File: src/rtl/gfx_pkg.sv
// Shared types and default 640x480 timing for the VGA framebuffer.
package gfx_pkg;

    typedef struct packed {
        logic [2:0] r;
        logic [2:0] g;
        logic [1:0] b;
    } rgb332_t;

    typedef enum logic {
        MODE_NATIVE = 1'b0,
        MODE_DOUBLE = 1'b1
    } display_mode_e;

    localparam int DEF_H_ACTIVE = 640;
    localparam int DEF_H_FP     = 16;
    localparam int DEF_H_SYNC   = 96;
    localparam int DEF_H_BP     = 48;
    localparam int DEF_V_ACTIVE = 480;
    localparam int DEF_V_FP     = 10;
    localparam int DEF_V_SYNC   = 2;
    localparam int DEF_V_BP     = 33;
    localparam int DEF_ADDR_W   = 20;

endpackage

File: src/rtl/vga_timing.sv
// Raster counters, raw sync levels, blanking markers and the
// per-cycle slot type (display fetch or CPU slot).
module vga_timing
    import gfx_pkg::*;
#(
    parameter int H_ACTIVE = DEF_H_ACTIVE,
    parameter int H_FP     = DEF_H_FP,
    parameter int H_SYNC   = DEF_H_SYNC,
    parameter int H_BP     = DEF_H_BP,
    parameter int V_ACTIVE = DEF_V_ACTIVE,
    parameter int V_FP     = DEF_V_FP,
    parameter int V_SYNC   = DEF_V_SYNC,
    parameter int V_BP     = DEF_V_BP,
    parameter int HW       = 10,
    parameter int VW       = 10,
    parameter bit SYNC_POL = 1'b0
) (
    input  logic          clk,
    input  logic          rst,
    input  logic          i_double,
    output logic [HW-1:0] o_h,
    output logic          o_v_odd,
    output logic          o_active,
    output logic          o_fetch,
    output logic          o_hs,
    output logic          o_vs,
    output logic          o_vblank,
    output logic          o_frame_tick,
    output logic          o_line_end,
    output logic          o_frame_end
);

    localparam int H_TOTAL = H_ACTIVE + H_FP + H_SYNC + H_BP;
    localparam int V_TOTAL = V_ACTIVE + V_FP + V_SYNC + V_BP;

    localparam logic [HW-1:0] H_LAST  = HW'(H_TOTAL - 1);
    localparam logic [HW-1:0] H_ACT   = HW'(H_ACTIVE);
    localparam logic [HW-1:0] H_ALAST = HW'(H_ACTIVE - 1);
    localparam logic [HW-1:0] H_SS    = HW'(H_ACTIVE + H_FP);
    localparam logic [HW-1:0] H_SE    = HW'(H_ACTIVE + H_FP + H_SYNC);
    localparam logic [VW-1:0] V_LAST  = VW'(V_TOTAL - 1);
    localparam logic [VW-1:0] V_ACT   = VW'(V_ACTIVE);
    localparam logic [VW-1:0] V_SS    = VW'(V_ACTIVE + V_FP);
    localparam logic [VW-1:0] V_SE    = VW'(V_ACTIVE + V_FP + V_SYNC);

    logic [HW-1:0] r_h;
    logic [VW-1:0] r_v;
    logic          w_h_wrap;
    logic          w_v_wrap;
    logic          w_v_act;

    assign w_h_wrap = (r_h == H_LAST);
    assign w_v_wrap = (r_v == V_LAST);
    assign w_v_act  = (r_v < V_ACT);

    always_ff @(posedge clk or negedge rst) begin
        if (!rst) begin
            r_h <= '0;
            r_v <= '0;
        end else begin
            r_h <= w_h_wrap ? '0 : r_h + 1'b1;
            if (w_h_wrap) begin
                r_v <= w_v_wrap ? '0 : r_v + 1'b1;
            end
        end
    end

    assign o_h          = r_h;
    assign o_v_odd      = r_v[0];
    assign o_active     = (r_h < H_ACT) && w_v_act;
    // Doubled mode leaves odd columns free for the CPU.
    assign o_fetch      = o_active && !(i_double && r_h[0]);
    assign o_hs         = (r_h >= H_SS && r_h < H_SE) ? SYNC_POL : !SYNC_POL;
    assign o_vs         = (r_v >= V_SS && r_v < V_SE) ? SYNC_POL : !SYNC_POL;
    assign o_vblank     = !w_v_act;
    assign o_frame_tick = (r_h == '0) && (r_v == V_ACT);
    assign o_line_end   = (r_h == H_ALAST) && w_v_act;
    assign o_frame_end  = w_h_wrap && w_v_wrap;

endmodule

File: src/rtl/vga_framebuffer.sv
// VGA scan-out from a single-port external VRAM shared with a CPU
// write port, with a frame-latched 2x2 pixel-doubling mode.
module vga_framebuffer
    import gfx_pkg::*;
#(
    parameter int H_ACTIVE = DEF_H_ACTIVE,
    parameter int H_FP     = DEF_H_FP,
    parameter int H_SYNC   = DEF_H_SYNC,
    parameter int H_BP     = DEF_H_BP,
    parameter int V_ACTIVE = DEF_V_ACTIVE,
    parameter int V_FP     = DEF_V_FP,
    parameter int V_SYNC   = DEF_V_SYNC,
    parameter int V_BP     = DEF_V_BP,
    parameter int ADDR_W   = DEF_ADDR_W,
    parameter bit SYNC_POL = 1'b0
) (
    input  logic              clk,
    input  logic              rst,
    input  logic              mode,
    input  logic              cpu_valid,
    output logic              cpu_ready,
    input  logic [ADDR_W-1:0] cpu_addr,
    input  logic [7:0]        cpu_data,
    output logic [ADDR_W-1:0] vram_address,
    output logic              vram_we,
    output logic [7:0]        vram_w_data,
    input  logic [7:0]        vram_r_data,
    output logic [2:0]        red,
    output logic [2:0]        green,
    output logic [1:0]        blue,
    output logic              h_sync,
    output logic              v_sync,
    output logic              video_enable,
    output logic              vblank,
    output logic              frame_tick
);

    localparam int H_TOTAL = H_ACTIVE + H_FP + H_SYNC + H_BP;
    localparam int V_TOTAL = V_ACTIVE + V_FP + V_SYNC + V_BP;
    localparam int HW      = $clog2(H_TOTAL + 1);
    localparam int VW      = $clog2(V_TOTAL + 1);

    localparam logic [ADDR_W-1:0] LINE_NAT = ADDR_W'(H_ACTIVE);
    localparam logic [ADDR_W-1:0] LINE_DBL = ADDR_W'(H_ACTIVE / 2);

    if (longint'(H_ACTIVE) * longint'(V_ACTIVE) > (longint'(1) << ADDR_W)) begin : g_bad_addr_w
        $error("ADDR_W too narrow for H_ACTIVE*V_ACTIVE");
    end

    display_mode_e     r_mode;
    logic [ADDR_W-1:0] r_line_base;
    logic [ADDR_W-1:0] w_fetch_addr;
    logic [HW-1:0]     w_h;
    logic              w_v_odd;
    logic              w_active;
    logic              w_fetch;
    logic              w_hs;
    logic              w_vs;
    logic              w_line_end;
    logic              w_frame_end;
    logic              w_double;
    logic              w_xfer;
    logic              r_en1;
    logic              r_en2;
    logic              r_fetch1;
    logic              r_hs1;
    logic              r_hs2;
    logic              r_vs1;
    logic              r_vs2;
    rgb332_t           r_pix;

    assign w_double = (r_mode == MODE_DOUBLE);

    vga_timing #(
        .H_ACTIVE (H_ACTIVE),
        .H_FP     (H_FP),
        .H_SYNC   (H_SYNC),
        .H_BP     (H_BP),
        .V_ACTIVE (V_ACTIVE),
        .V_FP     (V_FP),
        .V_SYNC   (V_SYNC),
        .V_BP     (V_BP),
        .HW       (HW),
        .VW       (VW),
        .SYNC_POL (SYNC_POL)
    ) u_timing (
        .clk          (clk),
        .rst          (rst),
        .i_double     (w_double),
        .o_h          (w_h),
        .o_v_odd      (w_v_odd),
        .o_active     (w_active),
        .o_fetch      (w_fetch),
        .o_hs         (w_hs),
        .o_vs         (w_vs),
        .o_vblank     (vblank),
        .o_frame_tick (frame_tick),
        .o_line_end   (w_line_end),
        .o_frame_end  (w_frame_end)
    );

    assign cpu_ready    = !w_fetch;
    assign w_xfer       = cpu_valid && cpu_ready;
    assign w_fetch_addr = r_line_base + ADDR_W'(w_double ? (w_h >> 1) : w_h);
    assign vram_address = w_xfer ? cpu_addr : w_fetch_addr;
    assign vram_we      = w_xfer;
    assign vram_w_data  = w_xfer ? cpu_data : '0;

    // Doubled mode advances the base only after odd lines so pairs repeat.
    always_ff @(posedge clk or negedge rst) begin
        if (!rst) begin
            r_mode      <= MODE_NATIVE;
            r_line_base <= '0;
        end else if (w_frame_end) begin
            r_mode      <= display_mode_e'(mode);
            r_line_base <= '0;
        end else if (w_line_end && !w_double) begin
            r_line_base <= r_line_base + LINE_NAT;
        end else if (w_line_end && w_v_odd) begin
            r_line_base <= r_line_base + LINE_DBL;
        end
    end

    always_ff @(posedge clk or negedge rst) begin
        if (!rst) begin
            r_en1    <= 1'b0;
            r_en2    <= 1'b0;
            r_fetch1 <= 1'b0;
            r_hs1    <= !SYNC_POL;
            r_hs2    <= !SYNC_POL;
            r_vs1    <= !SYNC_POL;
            r_vs2    <= !SYNC_POL;
            r_pix    <= '0;
        end else begin
            r_en1    <= w_active;
            r_en2    <= r_en1;
            r_fetch1 <= w_fetch;
            r_hs1    <= w_hs;
            r_hs2    <= r_hs1;
            r_vs1    <= w_vs;
            r_vs2    <= r_vs1;
            // Non-fetch active cycles repeat the last pixel.
            if (!r_en1) begin
                r_pix <= '0;
            end else if (r_fetch1) begin
                r_pix <= rgb332_t'(vram_r_data);
            end
        end
    end

    assign red          = r_pix.r;
    assign green        = r_pix.g;
    assign blue         = r_pix.b;
    assign h_sync       = r_hs2;
    assign v_sync       = r_vs2;
    assign video_enable = r_en2;

endmodule

File: config.mk
export PLATFORM = sky130hd
export DESIGN_NAME = vga_framebuffer
export DESIGN_NICKNAME = d
export VERILOG_FILES = /design/src/rtl/gfx_pkg.sv /design/src/rtl/vga_timing.sv /design/src/rtl/vga_framebuffer.sv
export SDC_FILE = /design/constraint.sdc
export NUM_CORES = 1
export LEC_CHECK = 0
export ABC_CLOCK_PERIOD_IN_PS = 4900
export CAP_MARGIN = 5
export CORE_MARGIN = 8
export CORE_UTILIZATION = 54
export CTS_BUF_LIST = sky130_fd_sc_hd__clkbuf_4 sky130_fd_sc_hd__clkbuf_8 sky130_fd_sc_hd__clkbuf_16
export DETAILED_ROUTE_END_ITERATION = 16
export PLACE_DENSITY_LB_ADDON = 0.08
export SYNTH_ARGS = -nofsm -noshare
export SYNTH_HDL_FRONTEND = slang
export SYNTH_HIERARCHICAL = 1
export SYNTH_SLANG_ARGS = --single-unit
File: constraint.sdc
create_clock -name clk -period 4.9 [get_ports clk]
set_input_delay 0.735 -clock clk [delete_from_list [all_inputs] [get_ports clk]]
set_output_delay 0.735 -clock clk [all_outputs]
set_load 0.05 [all_outputs]
==> out/metrics.yaml, run 1 <==
outcome:
  outcome: "finished clean"
critical_path:
  required_ns: 4.16
  critPathLaunchType: "register"
  reg2reg_depth: 9
  path_class: "register to output pin"
  cp_slowest_cell: "clkdlybuf4s50_1"
  r2r_end: "r_line_base[13]$_DFFE_PN0P_"
  worstReg2RegStart: "u_timing/o_h[0]$_DFF_PN0_"
  worstPathCellList: "mux2_2 > ha_1 > a211oi_1 > o21bai_2 > o2111ai_1 > xor2_1 > o21ai_1 > clkdlybuf4s50_1"
  critPathMaxStageDelay_ns: 0.81
  crit_start: "r_mode$_DFFE_PN0P_"
  arrival_ns: 3.67
  reg2reg_slack_ns: 2.10
  cp-end-kind: "output pin"
  path_max_fanout: 22
timing:
  fin_skew_ns: 0.0109
  fmax_mhz: 227
  grt_setup_unrepaired: "no"
  tightest_slew_ns: 1.09
  period_minus_slack_ns: 4.41
  slew_headroom_pct: 27.6
  finalCritPeriodShare_pct: 89.9
  fin_setup_tns_ns: 0
  drv_slew: 0
  setup_viol: 0
  hold_violations: 0
logic_synthesis:
  ys_dominant_reg_cell: "dfrtp_1"
  ys_seq_area_share_pct: 37.5
  synth_top_area_cell: "dfrtp_1"
  syn_area_um2: 3350
  netlist_instances: 357
  synth_top_area_share_pct: 34.3
  yosys_warnings: 6
  ys_ff_latch: 50
  synthArstFlopShare_pct: 100
  synth_nets: 409
  ys_top_cells_by_area: "dfrtp_1, xor2_1, ha_1, xnor2_1, nand2_1"
  yosysUniqueCellTypes: 61
  synth-edff-count: 0
  avgSynthCellArea_um2: 9.39
power:
  max-vdd-ir-drop_uv: 126
  p_leak_nw: 1.82
  cellPowerDensity_nw_per_um2: 170
clock_network:
  cts_buffers: 5
  cts_sinks: 50
  cts_resized: 0
  clkLatencyLatePin_ns: 0.30
  clockRootBuffer: "clkbuf_8"
  hold_buffers: 0
  clk_path_buf_depth: 2
  clkTransAtPathRegs_ns: 0.10
  cts_tree: "yes"
  post_cts_buffers: 0
  cts-htree-levels: 2
layout:
  antennaDiodeCount: 0
  multiInputGateArea_um2: 1980
  register_area_um2: 1260
  utilization_pct: 72.2
  final_cell_mix: "clkdlybuf4s50_1, dfrtp_1, nand2_1, nor2_1, xor2_1"
  area_growth_pct: 28.2
  final_common_cell: "clkdlybuf4s50_1"
  fillers: 462
  drive_gt1_share_pct: 9.22
  instances_no_fill: 509
  fin_nets: 485
floorplanning:
  row_count: 28
  initial_utilization_pct: 56.3
  die_height_um: 94.8
  die_w_um: 94.8
  dieArea_um2: 8990
  ios: 83
  core_um2: 5960
route:
  vias_per_cell: 5.56
  wirelength_mm: 8.08
  drc: 0
  postRouteAntennaNets: 0
  drt-pass1-iter-count: 4
  vias: 2830
  drt_iter0_drc: 144
  post_drt_wl_per_cell_um: 15.9
min_path:
  min_from: "r_hs1$_DFF_PN1_"
  min_path_cells: 0
  holdCritPathClass: "register to register"
  whs_endpoint: "h_sync$_DFF_PN1_"
grt:
  grt_max_degree: 51
  antenna_found_initial: 0
  grt_pass1_vias: 2739
  grt.total_usage_pct: 18.4
  grt_overflow: 0
  grt_first_pass_wirelength_mm: 13.5
place:
  io_buffers: 82
  dpl.cell_count: 501
  dp_hpwl_mm: 6.29
  routabilityCongestion: 0.835
job:
  cap_viol_max_count: 0
-- layout make-up --
type,count,area share (%)
clock inverters,3,0.669
clock buffers,5,1.60
repair buffers,84,19.3
flip-flops and latches,50,29.2
well taps,75,2.18
inverters,10,0.873
multi-input cells,282,46.1
-- worst max-delay path: cells and delay by family, from the launching register on --
family,cells,cell delay [ns]
AO/OA/AOI/OAI,4,0.92
XOR/XNOR,1,0.10
adder cells (fa/ha/maj),1,0.35
buffers and inverters,1,0.81
flip-flops,1,0.78
multiplexers,1,0.41
-- logic make-up (layout without fill, tap and decap cells) --
kind of cell / count (synthesis) / in the layout / share of synthesized area (%)
AO/OA/AOI/OAI: 67 / 67 / 13.8
XOR/XNOR: 38 / 38 / 9.93
AND/OR/NAND/NOR: 147 / 147 / 25.5
flip-flops: 50 / 50 / 37.5
multiplexers: 17 / 17 / 5.30
buffers and inverters: 25 / 102 / 3.43
other: 1 / 1 / 0.112
adder cells (fa/ha/maj): 12 / 12 / 4.48
-- per-stage QoR --
step	hold slack, ns	total power [mW]	setup slack (ns)	instance area (um2)
2_1_floorplan	0.345	0.444	1.08	3350
3_3_place_gp	0.345	0.490	0.943	4200
3_5_place_dp	0.351	0.491	0.842	4200
4_1_cts	0.365	0.744	0.496	4300
5_1_grt	0.353	0.759	0.223	4300
6_report	0.355	0.731	0.494	4300
-- how the worst max path moves through the flow --
stage,end,slack [ns],cells past startpoint
floorplan,vram_address[9],1.08,8
global placement,vram_address[18],0.94,8
detailed placement,vram_address[18],0.84,8
CTS,vram_address[18],0.50,8
global route,vram_address[18],0.22,8
finish,vram_address[18],0.49,8
-- metal layers --
| metal | global-route usage (%) | wire length [um] |
|---|---|---|
| met4 | 4.42 | 32 |
| met1 | 25.5 | 3770 |
| met3 | 3.81 | 681 |
| met5 | 0 | 0 |
| met2 | 28.7 | 3590 |
-- synth_stat cells (all sizes together), types with 3 or more instances --
master,number
and3,7
xor2,22
nor2,27
and4,4
nand3,19
a21o,4
a21boi,3
nor2b,12
ha,12
dfrtp,46
clkbuf,9
a211oi,5
nor4,9
o21ai,29
nand2b,4
buf,6
a21oi,9
mux2,6
xnor2,16
nand2,34
and2,10
inv,10
mux2i,11
nand4,7
dfstp,4
o2111ai,4
nor3,6
-- where the power goes --
group / internal, mW / switching [mW]
clock network: 0.106 / 0.143
registers: 0.416 / 0.00169
logic: 0.0356 / 0.0293
total: 0.557 / 0.174
-- state kept, by name (all words and copies together), names as in the netlist --
signal        cells
r_fetch1          1
r_vs1             1
blue              2
v_sync            1
r_mode            1
video_enable      1
red               3
h_sync            1
u_timing/o_h     10
green             3
r_en1             1
r_hs1             1
r_line_base      14
u_timing/r_v     10
Power figures use the tool's default switching activity.
==> run 2, diff against run 1 <==
--- a/config.mk
+++ b/config.mk
@@ -12,6 +12,7 @@
 export CTS_BUF_LIST = sky130_fd_sc_hd__clkbuf_4 sky130_fd_sc_hd__clkbuf_8 sky130_fd_sc_hd__clkbuf_16
 export DETAILED_ROUTE_END_ITERATION = 16
 export PLACE_DENSITY_LB_ADDON = 0.08
+export RECOVER_POWER = 50
 export SYNTH_ARGS = -nofsm -noshare
 export SYNTH_HDL_FRONTEND = slang
 export SYNTH_HIERARCHICAL = 1
==> run 2 against run 1 <==
Compared with the run above: combinational power decreased by 2%; routed wire length increased by 0.21%; sequential power about the same; largest cell class unchanged; clock skew about the same; worst setup slack got worse by 0.020 ns; non-clock buffer count unchanged; critical path depth unchanged; worst hold slack improved by 0.0030 ns; the flow now finishes with violations (capacitance limit, slew limit); power decreased by 0.12%; sequential share of layout area increased by 0.085 points; largest power group unchanged.
==> out/metrics.yaml, run 2 (synthesized netlist as in run 1, its figures left out) <==
critical_path:
  critPathMaxStageDelay_ns: 0.81  # about the same
  path_max_fanout: 22  # unchanged
  worstReg2RegStart: "u_timing/o_h[0]$_DFF_PN0_"
  required_ns: 4.16  # about the same
  cp-end-kind: "output pin"
  critPathLaunchType: "register"
  reg2reg_depth: 9  # unchanged
  reg2reg_slack_ns: 2.11  # about the same
  arrival_ns: 3.69  # +0.02 ns
  cp_slowest_cell: "clkdlybuf4s50_1"
  path_class: "register to output pin"
  worstPathCellList: "mux2_2 > ha_1 > a211oi_1 > o21bai_2 > o2111ai_1 > xor2_1 > o21ai_1 > clkdlybuf4s50_1"
  r2r_end: "r_line_base[13]$_DFFE_PN0P_"
floorplanning:
  die_w_um: 94.8  # unchanged
  row_count: 28  # unchanged
  ios: 83  # unchanged
  core_um2: 5960  # unchanged
  die_height_um: 94.8  # unchanged
  dieArea_um2: 8990  # unchanged
  initial_utilization_pct: 56.3  # unchanged
timing:
  slew_headroom_pct: -71.6  # -99 points
  tightest_slew_ns: 2.57  # +1.49 ns
  finalCritPeriodShare_pct: 90.3  # +0.40 points
  setup_viol: 0  # unchanged
  fin_skew_ns: 0.0109  # +0.0000382 ns
  fmax_mhz: 226  # -0.45%
  period_minus_slack_ns: 4.43  # +0.0197 ns
  whs_ns: 0.358  # +0.00302 ns
  fin_setup_tns_ns: 0  # unchanged
  grt_setup_unrepaired: "no"
  hold_violations: 0  # unchanged
  drv_slew: 51  # +51
place:
  dp_hpwl_mm: 6.29  # unchanged
  dpl.cell_count: 501  # unchanged
  io_buffers: 82  # unchanged
  routabilityCongestion: 0.835  # unchanged
route:
  vias: 2840  # +0.35%
  postRouteAntennaNets: 0  # unchanged
  drt-pass1-iter-count: 4  # unchanged
  drc: 0  # unchanged
  drt_iter0_drc: 146  # +1.4%
  vias_per_cell: 5.58  # +0.35%
  wirelength_mm: 8.10  # +0.21%
  post_drt_wl_per_cell_um: 15.9  # +0.21%
grt:
  grt_overflow: 0  # unchanged
  grt_pass1_vias: 2739  # unchanged
  antenna_found_initial: 0  # unchanged
  grt.total_usage_pct: 18.4  # unchanged
  grt_max_degree: 51  # unchanged
  grt_first_pass_wirelength_mm: 13.5  # unchanged
clock_network:
  cts_buffers: 5  # unchanged
  cts-htree-levels: 2  # unchanged
  clkLatencyLatePin_ns: 0.30  # about the same
  cts_resized: 0  # unchanged
  cts_tree: "yes"
  hold_buffers: 0  # unchanged
  post_cts_buffers: 0  # unchanged
  clockRootBuffer: "clkbuf_8"
  clkTransAtPathRegs_ns: 0.10  # about the same
  clk_path_buf_depth: 2  # unchanged
  cts_sinks: 50  # unchanged
outcome:
  outcome: "complete, but fails checks"
  violations: "capacitance limit, slew limit"
min_path:
  min_path_cells: 0  # unchanged
  holdCritPathClass: "register to register"
  min_from: "r_hs1$_DFF_PN1_"
  whs_endpoint: "h_sync$_DFF_PN1_"
layout:
  instances_no_fill: 509  # unchanged
  area_growth_pct: 27.9
  final_common_cell: "clkdlybuf4s50_1"
  fin_nets: 485  # unchanged
  antennaDiodeCount: 0  # unchanged
  largest_reg_flops: 14  # unchanged
  final_cell_mix: "clkdlybuf4s50_1, dfrtp_1, nand2_1, nor2_1, xor2_1"
  utilization_pct: 72.0  # -0.21 points
  regMostFlops: "r_line_base"
  drive_gt1_share_pct: 8.76  # -0.46 points
power:
  max-vdd-ir-drop_uv: 126  # about the same
  p_leak_nw: 1.80  # -0.95%
  cellPowerDensity_nw_per_um2: 170  # +0.17%
job:
  cap_viol_max_count: 1  # +1
run 2: per-layer routing:
layer / wire length (um) / global-route usage, % / vias up
met5: 0 / 0 / -
met4: 32 / 4.42 / 0
met3: 724 / 3.81 / 2
met2: 3580 / 28.7 / 115
met1: 3760 / 25.5 / 1313
li1: - / - / 1410
run 2: final cells by class:
type / count / area (um2)
clock buffer: 5 / 68.8
clock inverter: 3 / 28.8
fill: 462 / 1670
inverter: 10 / 37.5
multi-input combinational: 282 / 1970
sequential: 50 / 1260
tap: 75 / 93.8
timing repair buffer: 84 / 830
run 2: power breakdown:
group          switching (mW)  internal, mW  leakage [nW]  total [mW]
Clock                   0.144         0.106        0.0502       0.250
Sequential            0.00171         0.416         0.636       0.418
Combinational          0.0292        0.0341          1.12      0.0633
run 2: metrics by stage:
step / power [mW] / area [um2] / worst slack, ns
2_1_floorplan: 0.444 / 3350 / 1.08
3_3_place_gp: 0.490 / 4200 / 0.943
3_5_place_dp: 0.491 / 4200 / 0.842
4_1_cts: 0.744 / 4300 / 0.496
5_1_grt: 0.758 / 4290 / 0.223
6_report: 0.731 / 4290 / 0.474
run 2: worst max-delay path: cells and delay by family (launching register included):
| kind | cells | cell delay, ns |
|---|---|---|
| AOI/OAI and AO/OA | 4 | 0.92 |
| xor gates and xnor gates | 1 | 0.10 |
| DFF | 1 | 0.80 |
| buffers and inverters | 1 | 0.81 |
| muxes | 1 | 0.41 |
| adders and majority gates | 1 | 0.35 |
run 2: worst max-delay path by stage:
| stage | start | end | slack, ns |
|---|---|---|---|
| after floorplan | r_mode$_DFFE_PN0P_ | vram_address[9] | 1.08 |
| after global placement | r_mode$_DFFE_PN0P_ | vram_address[18] | 0.94 |
| after detailed placement | r_mode$_DFFE_PN0P_ | vram_address[18] | 0.84 |
| after CTS | r_mode$_DFFE_PN0P_ | vram_address[18] | 0.50 |
| after global routing | r_mode$_DFFE_PN0P_ | vram_address[18] | 0.22 |
| final | r_mode$_DFFE_PN0P_ | vram_address[18] | 0.47 |
==> run 3, diff against run 2 <==
--- a/config.mk
+++ b/config.mk
@@ -15,5 +15,4 @@
 export RECOVER_POWER = 50
 export SYNTH_ARGS = -nofsm -noshare
 export SYNTH_HDL_FRONTEND = slang
-export SYNTH_HIERARCHICAL = 1
 export SYNTH_SLANG_ARGS = --single-unit
==> run 3 against run 2 <==
Compared with the run above: synthesized cell count grew 5.9%; largest cell class unchanged; critical path type unchanged; sequential power is essentially flat; highest routed layer unchanged; worst setup slack lost 0.0099 ns; sequential cell count is the same; area after synthesis shrank 0.63%; the flow still finishes with violations (capacitance limit, slew limit); first-iteration DRC count grew 34%.
==> out/metrics.yaml, run 3 <==
critical_path:
  critPathLaunchType: "register"
  reg2reg_depth: 6  # -3
  path_class: "register to output pin"
  cp-end-kind: "output pin"
  path_max_fanout: 22  # unchanged
  arrival_ns: 3.70  # about the same
  worstReg2RegStart: "u_timing.o_h[0]$_DFF_PN0_"
  r2r_end: "r_line_base[13]$_DFFE_PN0P_"
  required_ns: 4.16  # about the same
  reg2reg_slack_ns: 2.29  # +0.18 ns
logic_synthesis:
  synth-edff-count: 0  # unchanged
  synth_top_area_cell: "dfrtp_1"
  synth_top_family_by_area: "simple AND/OR/NAND/NOR gates"
  synth_nets: 430  # +5.1%
  ys_seq_area_share_pct: 37.7  # +0.24 points
  yosys_warnings: 0  # -6
  ys_ff_latch: 50  # unchanged
  synth_xor_area_share_pct: 7.36  # -2.6 points
  ys_dominant_reg_cell: "dfrtp_1"
  synth_top_area_share_pct: 34.5  # +0.22 points
  synthArstFlopShare_pct: 100  # unchanged
  muxShareOfSynthArea_pct: 4.32  # -0.98 points
  ys_top_cells_by_area: "dfrtp_1, nand2_1, ha_1, o21ai_0, xnor2_1"
  syn_area_um2: 3330  # -0.63%
  yosysUniqueCellTypes: 61  # unchanged
  yosys-top-cells-count: "nand2_1, dfrtp_1, o21ai_0"
  avgSynthCellArea_um2: 8.81  # -6.2%
  post-synth-top-count-cell: "nand2_1"
  synth_fa_ha_area_share_pct: 4.51  # +0.029 points
  synth-simple-area-share_pct: 25.6  # +0.088 points
  netlist_instances: 378  # +5.9%
  synth_compound_area_share_pct: 15.7  # +2.0 points
power:
  cellPowerDensity_nw_per_um2: 205  # +20%
  max-vdd-ir-drop_uv: 201  # +60%
  p_leak_nw: 1.84  # +2.2%
timing:
  tightest_slew_ns: 2.64  # +0.0667 ns
  grt_setup_unrepaired: "no"
  fin_setup_tns_ns: 0  # unchanged
  fin_skew_ns: 0.00363  # -0.00729 ns
  drv_slew: 51  # unchanged
  setup_viol: 0  # unchanged
  slew_headroom_pct: -76.1  # -4.4 points
  hold_violations: 0  # unchanged
  finalCritPeriodShare_pct: 90.5  # +0.20 points
  period_minus_slack_ns: 4.44  # +0.00989 ns
  whs_ns: 0.359  # +0.00125 ns
  fmax_mhz: 225  # -0.22%
min_path:
  holdCritPathClass: "register to register"
  min_path_cells: 0  # unchanged
  min_from: "r_vs1$_DFF_PN1_"
  whs_endpoint: "v_sync$_DFF_PN1_"
place:
  dp_hpwl_mm: 6.79  # +8.0%
  routabilityCongestion: 0.876  # +5.0%
  dpl.cell_count: 514  # +2.6%
  io_buffers: 82  # unchanged
layout:
  drive_gt1_share_pct: 5.37  # -3.4 points
  instances_no_fill: 522  # +2.6%
  regMostFlops: "r_line_base"
  fillers: 468  # +1.3%
  largest_reg_flops: 14  # unchanged
  area_growth_pct: 27.7
  final_cell_mix: "clkdlybuf4s50_1, nand2_1, dfrtp_1, o21ai_0, nand3_1"
  utilization_pct: 71.4  # -0.57 points
  fin_nets: 498  # +2.7%
  antennaDiodeCount: 0  # unchanged
  final_common_cell: "clkdlybuf4s50_1"
route:
  post_drt_wl_per_cell_um: 17.2  # +8.3%
  postRouteAntennaNets: 0  # unchanged
  vias_per_cell: 5.79  # +3.8%
  wirelength_mm: 8.99  # +11%
  drc: 0  # unchanged
  drt-pass1-iter-count: 4  # unchanged
  drt_iter0_drc: 196  # +34%
  vias: 3022  # +6.4%
grt:
  grt.total_usage_pct: 20.0  # +1.6 points
  grt_max_degree: 51  # unchanged
  grt_first_pass_wirelength_mm: 14.4  # +6.8%
  antenna_found_initial: 0  # unchanged
  grt_overflow: 0  # unchanged
  grt_pass1_vias: 2885  # +5.3%
clock_network:
  hold_buffers: 0  # unchanged
  cts_sinks: 50  # unchanged
  cts_tree: "yes"
  cts_buffers: 5  # unchanged
  clk_path_buf_depth: 2  # unchanged
  clkLatencyLatePin_ns: 0.31  # about the same
  clkTransAtPathRegs_ns: 0.09  # about the same
  cts-htree-levels: 2  # unchanged
  cts_resized: 0  # unchanged
  clockRootBuffer: "clkbuf_8"
  post_cts_buffers: 0  # unchanged
floorplanning:
  initial_utilization_pct: 55.9  # -0.36 points
  row_count: 28  # unchanged
  core_um2: 5960  # unchanged
  die_w_um: 94.6  # -0.26%
  die_height_um: 94.6  # -0.26%
  ios: 83  # unchanged
  dieArea_um2: 8940  # -0.53%
outcome:
  violations: "capacitance limit, slew limit"
  outcome: "complete, but fails checks"
job:
  cap_viol_max_count: 1  # unchanged
run 3: layer usage:
layer / track usage (%) / vias up / share of wire (%)
li1: - / 1485 / -
met1: 28.0 / 1413 / 48
met2: 31.3 / 117 / 42
met3: 3.25 / 7 / 9.0
met4: 5.33 / 0 / 0.90
met5: 0 / - / 0
run 3: where the power goes:
part	internal, mW	switching (mW)
clock	0.156	0.146
combinational	0.0599	0.0922
sequential	0.416	0.00177
total	0.632	0.240
run 3: kinds of logic after synthesis:
logic type,after synthesis
AND/OR/NAND/NOR,159
AO/OA/AOI/OAI,78
flip-flops,50
buffers and inverters,36
XOR/XNOR,28
multiplexers,14
adder cells (fa/ha/maj),12
other,1
run 3: how the worst max path moves through the flow:
stage | from | to | slack (ns) | cells after the start
2_1_floorplan | r_mode$_DFFE_PN0P_ | vram_address[19] | 0.68 | 9
3_3_place_gp | u_timing.o_h[7]$_DFF_PN0_ | vram_address[4] | 0.89 | 6
3_5_place_dp | r_mode$_DFFE_PN0P_ | vram_address[19] | 0.83 | 8
4_1_cts | r_mode$_DFFE_PN0P_ | vram_address[19] | 0.48 | 8
5_1_grt | r_mode$_DFFE_PN0P_ | vram_address[19] | 0.21 | 8
6_report | r_mode$_DFFE_PN0P_ | vram_address[19] | 0.46 | 8
run 3: layout make-up:
type,count,area [um2],share of cell area [%]
Sequential cell,50,1260,29.5
Tap cell,75,93.8,2.21
Multi-Input combinational cell,292,1920,45.0
Clock inverter,3,47.5,1.12
Clock buffer,5,68.8,1.62
Timing Repair Buffer,83,820,19.3
Inverter,14,52.6,1.24
run 3: critical path, stage by stage (launching register included):
cell,delay (ns)
dfrtp_1,0.78
mux2_2,0.41
ha_1,0.38
nand3_1,0.14
a31oi_1,0.38
nand4_1,0.16
xor2_1,0.16
o21ai_0,0.14
clkdlybuf4s50_1,0.82
run 3: metrics by stage:
stage	cell area (um2)	setup slack, ns	power [mW]
6_report	4250	0.464	0.872
5_1_grt	4250	0.213	0.902
4_1_cts	4260	0.484	0.882
3_5_place_dp	4150	0.834	0.581
3_3_place_gp	4150	0.890	0.579
2_1_floorplan	3330	0.683	0.503
